### src/rtl/l2tlb_if.sv
// l2tlb_if: request/response bundle between L1 TLB clients and the L2 TLB host.
//   req[i] : client -> host, {valid, vpn[26:0]}
//   res[i] : host -> client, {valid, ppn[43:0], fault}; valid is a one-cycle pulse
// Modports: host (responder side), client (requester side).
interface l2tlb_if #(
  parameter int N = 2
);
  typedef struct packed {
    logic        valid;
    logic [26:0] vpn;
  } req_t;

  typedef struct packed {
    logic        valid;
    logic [43:0] ppn;
    logic        fault;
  } res_t;

  req_t [N-1:0] req;
  res_t [N-1:0] res;

  modport host   (input req, output res);
  modport client (output req, input res);
endinterface

### src/rtl/l2tlb_host.sv
// l2tlb_host: responder end of l2tlb_if. Small fully-associative Sv39 page
// cache shared by all lanes; misses are serialised through one page-table
// walker handshake and refilled on completion.
// Ports:
//   clk, rst        : clock, synchronous active-high reset
//   tlb             : l2tlb_if.host, req[i] in / res[i] out per lane
//   ptw_req_*       : walk request (valid/ready, vpn)
//   ptw_res_*       : walk result pulse (valid, ppn, fault)
//   flush           : sfence.vma, invalidates every entry
//   busy            : any lane pending or walk in flight
`ifndef NUM_OF_REQ_TO_ITLB
`define NUM_OF_REQ_TO_ITLB 2
`endif
`ifndef NUM_OF_RES_FROM_ITLB
`define NUM_OF_RES_FROM_ITLB 2
`endif

module l2tlb_host #(
  parameter int NUM_OF_REQ  = `NUM_OF_REQ_TO_ITLB,
  parameter int NUM_OF_RES  = `NUM_OF_RES_FROM_ITLB,
  parameter int NUM_ENTRIES = 16
) (
  input  logic        clk,
  input  logic        rst,
  l2tlb_if.host       tlb,
  output logic        ptw_req_valid,
  input  logic        ptw_req_ready,
  output logic [26:0] ptw_req_vpn,
  input  logic        ptw_res_valid,
  input  logic [43:0] ptw_res_ppn,
  input  logic        ptw_res_fault,
  input  logic        flush,
  output logic        busy
);
  localparam int N     = NUM_OF_REQ;
  localparam int IDX_W = $clog2(NUM_ENTRIES);

  if (NUM_OF_RES != NUM_OF_REQ) begin : g_bad_lanes
    $error("l2tlb_host: NUM_OF_RES must equal NUM_OF_REQ");
  end
  if (NUM_ENTRIES < 2 || NUM_ENTRIES > 64 || (NUM_ENTRIES & (NUM_ENTRIES - 1)) != 0) begin : g_bad_entries
    $error("l2tlb_host: NUM_ENTRIES must be a power of two in 2..64");
  end

  // L_LOOKUP is the compare cycle after acceptance (hit responds from here).
  typedef enum logic [1:0] {L_IDLE, L_LOOKUP, L_MISS} lane_e;
  typedef enum logic [1:0] {W_IDLE, W_REQ, W_WAIT} walk_e;

  lane_e                       lane_st_q [N];
  lane_e                       lane_st_d [N];
  logic [N-1:0][26:0]          lane_vpn_q, lane_vpn_d;
  logic [N-1:0]                res_valid_q, res_valid_d;
  logic [N-1:0][43:0]          res_ppn_q, res_ppn_d;
  logic [N-1:0]                res_fault_q, res_fault_d;

  walk_e                       walk_st_q, walk_st_d;
  logic [26:0]                 walk_vpn_q, walk_vpn_d;
  logic                        flush_seen_q, flush_seen_d;
  logic                        ptw_req_valid_q, ptw_req_valid_d;
  logic                        busy_q, busy_d;

  logic [NUM_ENTRIES-1:0]       ent_valid_q, ent_valid_d;
  logic [NUM_ENTRIES-1:0][26:0] ent_vpn_q, ent_vpn_d;
  logic [NUM_ENTRIES-1:0][43:0] ent_ppn_q, ent_ppn_d;
  logic [IDX_W-1:0]             victim_q, victim_d;

  logic [N-1:0]       lane_hit;
  logic [N-1:0][43:0] lane_hit_ppn;
  logic               walk_done, fill, fill_evict, any_miss;
  logic [IDX_W-1:0]   fill_idx;
  logic [26:0]        miss_vpn;

  assign walk_done = (walk_st_q == W_WAIT) && ptw_res_valid;
  // Flush in the completion cycle or anywhere since W_REQ entry blocks install.
  assign fill      = walk_done && !ptw_res_fault && !flush_seen_q && !flush;

  // Per-lane associative compare against pre-flush/pre-refill contents.
  always_comb begin
    lane_hit     = '0;
    lane_hit_ppn = '0;
    for (int i = 0; i < N; i++)
      for (int e = 0; e < NUM_ENTRIES; e++)
        if (ent_valid_q[e] && ent_vpn_q[e] == lane_vpn_q[i]) begin
          lane_hit[i]     = 1'b1;
          lane_hit_ppn[i] = ent_ppn_q[e];
        end
  end

  // Refill target: existing copy of the VPN, else lowest free, else victim.
  always_comb begin
    fill_idx   = victim_q;
    fill_evict = 1'b1;
    for (int e = NUM_ENTRIES - 1; e >= 0; e--)
      if (!ent_valid_q[e]) begin
        fill_idx   = IDX_W'(e);
        fill_evict = 1'b0;
      end
    for (int e = 0; e < NUM_ENTRIES; e++)
      if (ent_valid_q[e] && ent_vpn_q[e] == walk_vpn_q) begin
        fill_idx   = IDX_W'(e);
        fill_evict = 1'b0;
      end
  end

  always_comb begin
    lane_st_d    = lane_st_q;
    lane_vpn_d   = lane_vpn_q;
    res_valid_d  = '0;
    res_ppn_d    = res_ppn_q;
    res_fault_d  = res_fault_q;
    walk_st_d    = walk_st_q;
    walk_vpn_d   = walk_vpn_q;
    flush_seen_d = flush_seen_q;
    ent_valid_d  = ent_valid_q;
    ent_vpn_d    = ent_vpn_q;
    ent_ppn_d    = ent_ppn_q;
    victim_d     = victim_q;
    any_miss     = 1'b0;
    miss_vpn     = '0;

    for (int i = 0; i < N; i++) begin
      case (lane_st_q[i])
        L_IDLE:
          if (tlb.req[i].valid) begin
            lane_st_d[i]  = L_LOOKUP;
            lane_vpn_d[i] = tlb.req[i].vpn;
          end
        L_LOOKUP:
          if (lane_hit[i]) begin
            res_valid_d[i] = 1'b1;
            res_ppn_d[i]   = lane_hit_ppn[i];
            res_fault_d[i] = 1'b0;
            lane_st_d[i]   = L_IDLE;
          end else begin
            lane_st_d[i] = L_MISS;
          end
        L_MISS:
          // Every lane waiting on the walked VPN shares the one result.
          if (walk_done && lane_vpn_q[i] == walk_vpn_q) begin
            res_valid_d[i] = 1'b1;
            res_ppn_d[i]   = ptw_res_ppn;
            res_fault_d[i] = ptw_res_fault;
            lane_st_d[i]   = L_IDLE;
          end
        default: lane_st_d[i] = L_IDLE;
      endcase
    end

    // Lowest-index MISS lane wins the walker.
    for (int i = N - 1; i >= 0; i--)
      if (lane_st_q[i] == L_MISS) begin
        any_miss = 1'b1;
        miss_vpn = lane_vpn_q[i];
      end

    case (walk_st_q)
      W_IDLE:
        if (any_miss) begin
          walk_st_d    = W_REQ;
          walk_vpn_d   = miss_vpn;
          flush_seen_d = 1'b0;
        end
      W_REQ: begin
        flush_seen_d = flush_seen_q | flush;
        if (ptw_req_ready) walk_st_d = W_WAIT;
      end
      W_WAIT: begin
        flush_seen_d = flush_seen_q | flush;
        if (ptw_res_valid) walk_st_d = W_IDLE;
      end
      default: walk_st_d = W_IDLE;
    endcase

    if (flush) begin
      ent_valid_d = '0;
    end else if (fill) begin
      ent_valid_d[fill_idx] = 1'b1;
      ent_vpn_d[fill_idx]   = walk_vpn_q;
      ent_ppn_d[fill_idx]   = ptw_res_ppn;
      if (fill_evict) victim_d = victim_q + 1'b1;
    end

    ptw_req_valid_d = (walk_st_d == W_REQ);
    busy_d          = (walk_st_d != W_IDLE);
    for (int i = 0; i < N; i++)
      if (lane_st_d[i] != L_IDLE) busy_d = 1'b1;
  end

  always_ff @(posedge clk) begin
    if (rst) begin
      for (int i = 0; i < N; i++) lane_st_q[i] <= L_IDLE;
      lane_vpn_q      <= '0;
      res_valid_q     <= '0;
      res_ppn_q       <= '0;
      res_fault_q     <= '0;
      walk_st_q       <= W_IDLE;
      walk_vpn_q      <= '0;
      flush_seen_q    <= 1'b0;
      ptw_req_valid_q <= 1'b0;
      busy_q          <= 1'b0;
      ent_valid_q     <= '0;
      ent_vpn_q       <= '0;
      ent_ppn_q       <= '0;
      victim_q        <= '0;
    end else begin
      lane_st_q       <= lane_st_d;
      lane_vpn_q      <= lane_vpn_d;
      res_valid_q     <= res_valid_d;
      res_ppn_q       <= res_ppn_d;
      res_fault_q     <= res_fault_d;
      walk_st_q       <= walk_st_d;
      walk_vpn_q      <= walk_vpn_d;
      flush_seen_q    <= flush_seen_d;
      ptw_req_valid_q <= ptw_req_valid_d;
      busy_q          <= busy_d;
      ent_valid_q     <= ent_valid_d;
      ent_vpn_q       <= ent_vpn_d;
      ent_ppn_q       <= ent_ppn_d;
      victim_q        <= victim_d;
    end
  end

  for (genvar g = 0; g < N; g++) begin : g_res
    assign tlb.res[g].valid = res_valid_q[g];
    assign tlb.res[g].ppn   = res_ppn_q[g];
    assign tlb.res[g].fault = res_fault_q[g];
  end

  assign ptw_req_valid = ptw_req_valid_q;
  assign ptw_req_vpn   = walk_vpn_q;
  assign busy          = busy_q;
endmodule

### src/flat_wrapper.sv
// flat-port wrapper written by rule: the top's interface ports become plain ports
module l2tlb_host_flat 
#(
  parameter int NUM_OF_REQ  = `NUM_OF_REQ_TO_ITLB,
  parameter int NUM_OF_RES  = `NUM_OF_RES_FROM_ITLB,
  parameter int NUM_ENTRIES = 16
)
  (clk, rst, ptw_req_valid, ptw_req_ready, ptw_req_vpn, ptw_res_valid, ptw_res_ppn, ptw_res_fault, flush, busy, tlb_req, tlb_res);
  l2tlb_if #(.N((2))) tlb_i ();
  input  logic clk;
  input  logic rst;
  output logic ptw_req_valid;
  input  logic ptw_req_ready;
  output logic [26:0] ptw_req_vpn;
  input  logic ptw_res_valid;
  input  logic [43:0] ptw_res_ppn;
  input  logic ptw_res_fault;
  input  logic flush;
  output logic busy;
  input wire logic [$bits(tlb_i.req)-1:0] tlb_req;
  output wire logic [$bits(tlb_i.res)-1:0] tlb_res;
  assign tlb_i.req = tlb_req;
  assign tlb_res = tlb_i.res;
  l2tlb_host #(.NUM_OF_REQ(NUM_OF_REQ), .NUM_OF_RES(NUM_OF_RES), .NUM_ENTRIES(NUM_ENTRIES)) u_core (.clk(clk), .rst(rst), .tlb(tlb_i), .ptw_req_valid(ptw_req_valid), .ptw_req_ready(ptw_req_ready), .ptw_req_vpn(ptw_req_vpn), .ptw_res_valid(ptw_res_valid), .ptw_res_ppn(ptw_res_ppn), .ptw_res_fault(ptw_res_fault), .flush(flush), .busy(busy));
endmodule
### config.mk
export PLATFORM = sky130hd
export DESIGN_NAME = l2tlb_host_flat
export DESIGN_NICKNAME = d
export VERILOG_FILES = /design/src/rtl/l2tlb_if.sv /design/src/rtl/l2tlb_host.sv /design/src/flat_wrapper.sv
export SDC_FILE = /design/constraint.sdc
export NUM_CORES = 2
export LEC_CHECK = 0
export CELL_PAD_IN_SITES_DETAIL_PLACEMENT = 1
export CELL_PAD_IN_SITES_GLOBAL_PLACEMENT = 1
export CORE_MARGIN = 2
export CORE_UTILIZATION = 45
export CTS_CLUSTER_SIZE = 10
export DETAILED_ROUTE_END_ITERATION = 8
export DONT_BUFFER_PORTS = 1
export PLACE_DENSITY = 0.84
export SETUP_SLACK_MARGIN = 0.3
export SLEW_MARGIN = 20
export SYNTH_ARGS = -nofsm -noshare
export SYNTH_HDL_FRONTEND = slang
export SYNTH_SLANG_ARGS = --single-unit
### constraint.sdc
create_clock -name clk -period 3.2 [get_ports clk]
set_clock_uncertainty 0.1 [all_clocks]
set_input_delay 0.64 -clock clk [delete_from_list [all_inputs] [get_ports clk]]
set_output_delay 0.64 -clock clk [all_outputs]
set_load 0.03 [all_outputs]
==> results of run 1 <==
per-stage QoR:
stage               hold slack (ps)  utilization (%)
CTS                            -102             60.7
detailed placement              379             54.3
global placement                365             54.2
floorplan                       353                -
Yosys cell counts, types with 50 or more instances:
library cell / count / share of area, %
nand3_1: 109 / 0.68
a221o_1: 72 / 0.90
nor2_1: 530 / 2.5
o21ai_0: 1026 / 6.4
o22ai_1: 116 / 0.90
mux2i_1: 507 / 6.3
buf_4: 50 / 0.47
buf_2: 193 / 1.2
dfxtp_1: 1338 / 33
nand4_1: 316 / 2.5
clkbuf_1: 659 / 3.1
xnor2_1: 828 / 9.0
a221oi_1: 71 / 0.77
nand2_1: 478 / 2.2
nor3_1: 154 / 0.96
a211oi_1: 134 / 1.3
o221ai_1: 74 / 0.81
nor2b_1: 228 / 1.8
nand2b_1: 532 / 4.1
o211ai_1: 58 / 0.54
nor4_1: 235 / 1.8
a21oi_1: 217 / 1.4
nand3b_1: 465 / 4.3
inv_1: 140 / 0.65
xor2_1: 518 / 5.6
o21ai_1: 91 / 0.57
repair_timing:
item / in CTS
endpoints found under the setup margin: 1254
pin swaps: 66
cloned: 55
hold buffers: 175
gates resized for setup: 549
setup buffers: 113
endpoints found under the hold margin: 266
cells by family after synthesis:
group / share of synthesized area [%]
buf+inv: 5.74
flops: 33.3
fa+ha+maj: 0.202
xor+xnor: 14.7
mux: 6.32
simple gates: 22.7
compound gates: 16.9
routing by layer:
metal	overflow	track usage, %
met1	0	68.6
met2	2	78.3
met3	0	35.3
met4	0	49.3
met5	0	8.94
==> flow_metrics.env, run 1 <==
export IMPL_status="stopped before the end"
export IMPL_stop_stage="5_1_grt"
export IMPL_firstError="[ERROR GRT-0116] Global routing finished with congestion. Check the congestion regions in the DRC Viewer."
export IMPL_initial_core_util_pct=45.2
export IMPL_syn_area_um2=80300
export IMPL_cts_sinks=1338
export IMPL_syn_num_nets=9849
export IMPL_grt_pass1_wl_mm=780
export IMPL_yosysSeqAreaShare_pct=33.3
export IMPL_grt_pass1_vias=103000
export IMPL_synth_seq_cells=1338
export IMPL_syn_area_per_cell_um2=8.26
export IMPL_gr_total_overflow=2
export IMPL_dp_cells=12900
export IMPL_synth_warnings=0
export IMPL_place_ws_ps=-1240
export IMPL_synth_edf_count=0
export IMPL_htreeDepth=4
export IMPL_ioPinCount=227
export IMPL_dp_hpwl_mm=346
export IMPL_ys_flop_type="dfxtp_1"
export IMPL_ys_async_sr_fraction_pct=0
export IMPL_port_buffers=0
export IMPL_fp_dieH_um=427
export IMPL_grt_max_degree=1295
export IMPL_gp_congestion=1.07
export IMPL_clockBufferDepth=3
export IMPL_grt_use_total_pct=60.0
export IMPL_dieWidth_um=427
export IMPL_synthCells=9730
export IMPL_cts_root_buffer="clkbuf_16"
export IMPL_ys_types=80
export IMPL_dpl_cell_area_um2=96500
export IMPL_fp_row_count=155
export IMPL_cts_buffers=165
==> run 2: changes to the inputs <==
==> config.mk (replaced) <==
export PLATFORM = sky130hd
export DESIGN_NAME = l2tlb_host_flat
export DESIGN_NICKNAME = d
export VERILOG_FILES = /design/src/rtl/l2tlb_if.sv /design/src/rtl/l2tlb_host.sv /design/src/flat_wrapper.sv
export SDC_FILE = /design/constraint.sdc
export NUM_CORES = 2
export LEC_CHECK = 0
export CORE_MARGIN = 2
export CORE_UTILIZATION = 35
export DETAILED_ROUTE_END_ITERATION = 8
export DONT_BUFFER_PORTS = 1
export PLACE_DENSITY_LB_ADDON = 0.15
export SLEW_MARGIN = 20
export SYNTH_ARGS = -nofsm -noshare
export SYNTH_HDL_FRONTEND = slang
export SYNTH_SLANG_ARGS = --single-unit
==> constraint.sdc (replaced) <==
create_clock -name clk -period 4.2 [get_ports clk]
set_clock_uncertainty 0.1 [all_clocks]
set_input_delay 0.84 -clock clk [delete_from_list [all_inputs] [get_ports clk]]
set_output_delay 0.84 -clock clk [all_outputs]
set_load 0.03 [all_outputs]
==> run 2 against run 1 <==
  * Synthesized cell count unchanged
  * The flow now finishes, with violations (setup timing)
  * Synthesized area unchanged
==> flow_metrics.env, run 2 <==
export IMPL_rr_worst_depth=14
export IMPL_power_density_nw_per_um2=378
export IMPL_synth_edf_count=0
export IMPL_ys_top_cells_by_count="dfxtp_1, o21ai_0, xnor2_1, clkbuf_1, nand2b_1"
export IMPL_final_common_cell="dfxtp_1"
export IMPL_cp_data_required_time_ps=4800
export IMPL_syn_area_per_cell_um2=8.26
export IMPL_r2r_end="u_core.ent_ppn_q[473]"
export IMPL_synth_fa_ha_area_share_pct=0.202
export IMPL_ys_top_cells_by_area="dfxtp_1, xnor2_1, o21ai_0, mux2i_1, xor2_1"
export IMPL_syn_num_nets=9849
export IMPL_htreeDepth=4
export IMPL_grt_max_degree=1414
export IMPL_ys_flop_type="dfxtp_1"
export IMPL_pwr_share_comb_pct=22.5
export IMPL_cts_root_buffer="clkbuf_16"
export IMPL_cp_start_kind="register"
export IMPL_p_sw_mw=12.8
export IMPL_max_freq_ghz=0.231
export IMPL_cp_max_fo=22
export IMPL_cts_tree="built"
export IMPL_synth_top_cell_by_area="dfxtp_1"
export IMPL_rsz0062_at_grt="yes"
export IMPL_via_per_inst=6.46
export IMPL_synth_top_family_by_area="simple AND/OR/NAND/NOR gates"
export IMPL_intPower_mw=24.9
export IMPL_detail_route_wl_per_cell_um=38.3
export IMPL_ys_async_sr_fraction_pct=0
export IMPL_yosysSeqAreaShare_pct=33.3
export IMPL_mostFrequentLayoutCells="dfxtp_1, o21ai_0, buf_4"
export IMPL_status="complete, but fails checks"
export IMPL_slew_viol_final=0
export IMPL_ys_types=80
export IMPL_worstMarginPinSlew_ps=1430
export IMPL_wl_mm=511
export IMPL_relSlewSlack_pct=4.68
export IMPL_multi_input_area_um2=49700
export IMPL_grt_pass1_wl_mm=679
export IMPL_fp_dieH_um=483
export IMPL_hp_class="primary input to register"
export IMPL_initial_core_util_pct=35.3
export IMPL_clkPwrFrac_pct=41.2
export IMPL_hold_end="u_core.ent_ppn_q[0]"
export IMPL_synth_xor_area_share_pct=14.7
export IMPL_post_route_period_util_pct=103
export IMPL_dp_cells=12900
export IMPL_drive_gt1_share_pct=16.1
export IMPL_gp_congestion=1.07
export IMPL_crit_type="register to register"
export IMPL_port_buffers=0
export IMPL_coreArea_um2=228000
export IMPL_synth_compound_area_share_pct=16.9
export IMPL_ioPinCount=227
export IMPL_grt_pass1_vias=78000
export IMPL_clkLatencyLatePin_ps=890
export IMPL_fin_cells=13300
export IMPL_register_area_um2=27000
export IMPL_p_leak_nw=38.6
export IMPL_drc=0
export IMPL_min_from="ptw_res_ppn[0]"
export IMPL_finalHoldViolations=0
export IMPL_fill_cells=22400
export IMPL_switching_share_pct=34.1
export IMPL_antenna_left=0
export IMPL_clockBufferDepth=3
export IMPL_top_register="u_core.ent_ppn_q"
export IMPL_critPathArrivalTime_ps=4930
export IMPL_dp_hpwl_mm=344
export IMPL_yosysMostFrequentCell="dfxtp_1"
export IMPL_hold_depth=2
export IMPL_vias=86200
export IMPL_dieWidth_um=483
export IMPL_die_area_um2=233000
export IMPL_violations="setup timing"
export IMPL_fp_row_count=175
export IMPL_cts_sinks=1338
export IMPL_synth_warnings=0
export IMPL_p_seq_share_pct=36.3
export IMPL_cts_buffers=168
export IMPL_final_util_pct=43.8
export IMPL_cts_clk_slew_worst_paths_ps=60
export IMPL_largest_reg_flops=704
export IMPL_nets=10300
export IMPL_synth_simple_area_share_pct=22.7
export IMPL_synth_top_cell_area_share_pct=33.3
export IMPL_antenna_found_initial=52
export IMPL_grt_use_total_pct=41.3
export IMPL_synthCells=9730
export IMPL_r2r_start="u_core.ptw_req_vpn[25]"
export IMPL_ir_drop_uv=460
export IMPL_syn_to_final_growth_pct=24.0
export IMPL_fin_crit_ps=4330
export IMPL_syn_area_um2=80300
export IMPL_cap_viol_max_count=0
export IMPL_cp_end_kind="register"
export IMPL_total_power_mw=37.7
export IMPL_synth_seq_cells=1338
export IMPL_gr_total_overflow=0
export IMPL_first_pass_iters=9
export IMPL_drt_iter0_drc=13900
export IMPL_finalWorstSetupSlack_ps=-131
export IMPL_hold_ws_ps=25.4
export IMPL_muxShareOfSynthArea_pct=6.32
export IMPL_setup_viol=136
export IMPL_reg2reg_slack_ps=-130
-- run 2: cell counts after synthesis --
No cell type changed its count.
-- run 2: final cells by class --
type                       instances  share of cell area (%)
tap                             3009                    3.78
inverter                         141                   0.531
sequential                      1338                    27.1
timing repair buffer            1197                    12.9
clock buffer                     252                    5.01
multi-input combinational       7308                    49.9
clock inverter                    54                   0.771
antenna                           40                   0.100
-- run 2: how the worst max path moves through the flow --
stage | start | endpoint | slack [ps] | depth (start not counted)
after global routing | u_core.ptw_req_vpn[2] | u_core.ent_ppn_q[432] | -60 | 16
final | u_core.ptw_req_vpn[25] | u_core.ent_ppn_q[473] | -130 | 14
after floorplan | u_core.ptw_req_vpn[9] | u_core.ent_vpn_q[412] | 530 | 13
after global placement | u_core.ptw_req_vpn[20] | u_core.tlb.res[81] | -910 | 16
after detailed placement | u_core.ptw_req_vpn[20] | u_core.tlb.res[61] | -840 | 16
after CTS | u_core.ptw_req_vpn[25] | u_core.ent_ppn_q[453] | 8 | 14
-- run 2: cells by family after synthesis --
family	count (synthesis)
mux	507
buf+inv	1084
fa+ha+maj	13
compound gates	2200
flops	1338
xor+xnor	1348
simple gates	3240
-- run 2: repair_timing --
action | CTS | global route
pin swaps | 10 | 15
resized for setup | 81 | 78
setup buffers | 14 | 31
gates cloned | 3 | 9
endpoints found under the hold margin | 54 | 6
hold buffers | 50 | 1
endpoints found under the setup margin | 1243 | 1016
-- run 2: layer usage --
layer	GRT usage (%)	up-vias	share of wire (%)
li1	-	35500	-
met1	56.4	42800	41
met2	56.7	6526	39
met3	13.3	1429	13
met4	23.0	22	6.3
met5	0	-	0.029
-- run 2: power groups by stage --
stage	clock, mW	sequential [mW]	combinational, mW
6_report	15.5	13.7	8.50
5_1_grt	16.1	13.6	8.54
2_1_floorplan	0	13.6	3.91
4_1_cts	15.6	13.6	7.75
3_5_place_dp	0	13.9	7.55
3_3_place_gp	0	13.9	7.63
-- run 2: critical path: stages (launching register included) --
cell	delay, ps
dfxtp_4	490
buf_16	170
buf_6	220
xnor2_1	200
nand4_1	140
nor4_1	280
nand4_1	360
buf_4	280
nand4_1	240
buf_4	220
o21ai_1	170
buf_4	230
or3_4	510
clkbuf_16	300
mux2i_1	170
-- run 2: metrics by stage --
step	area (um2)	setup TNS, ps	worst slack [ps]
6_report	99600	-5230	-131
2_1_floorplan	80300	0	530
5_1_grt	99600	-607	-62.1
3_3_place_gp	91700	-754770	-906
4_1_cts	98600	0	7.63
3_5_place_dp	91700	-693540	-840
(Power assumes the default switching activity.)
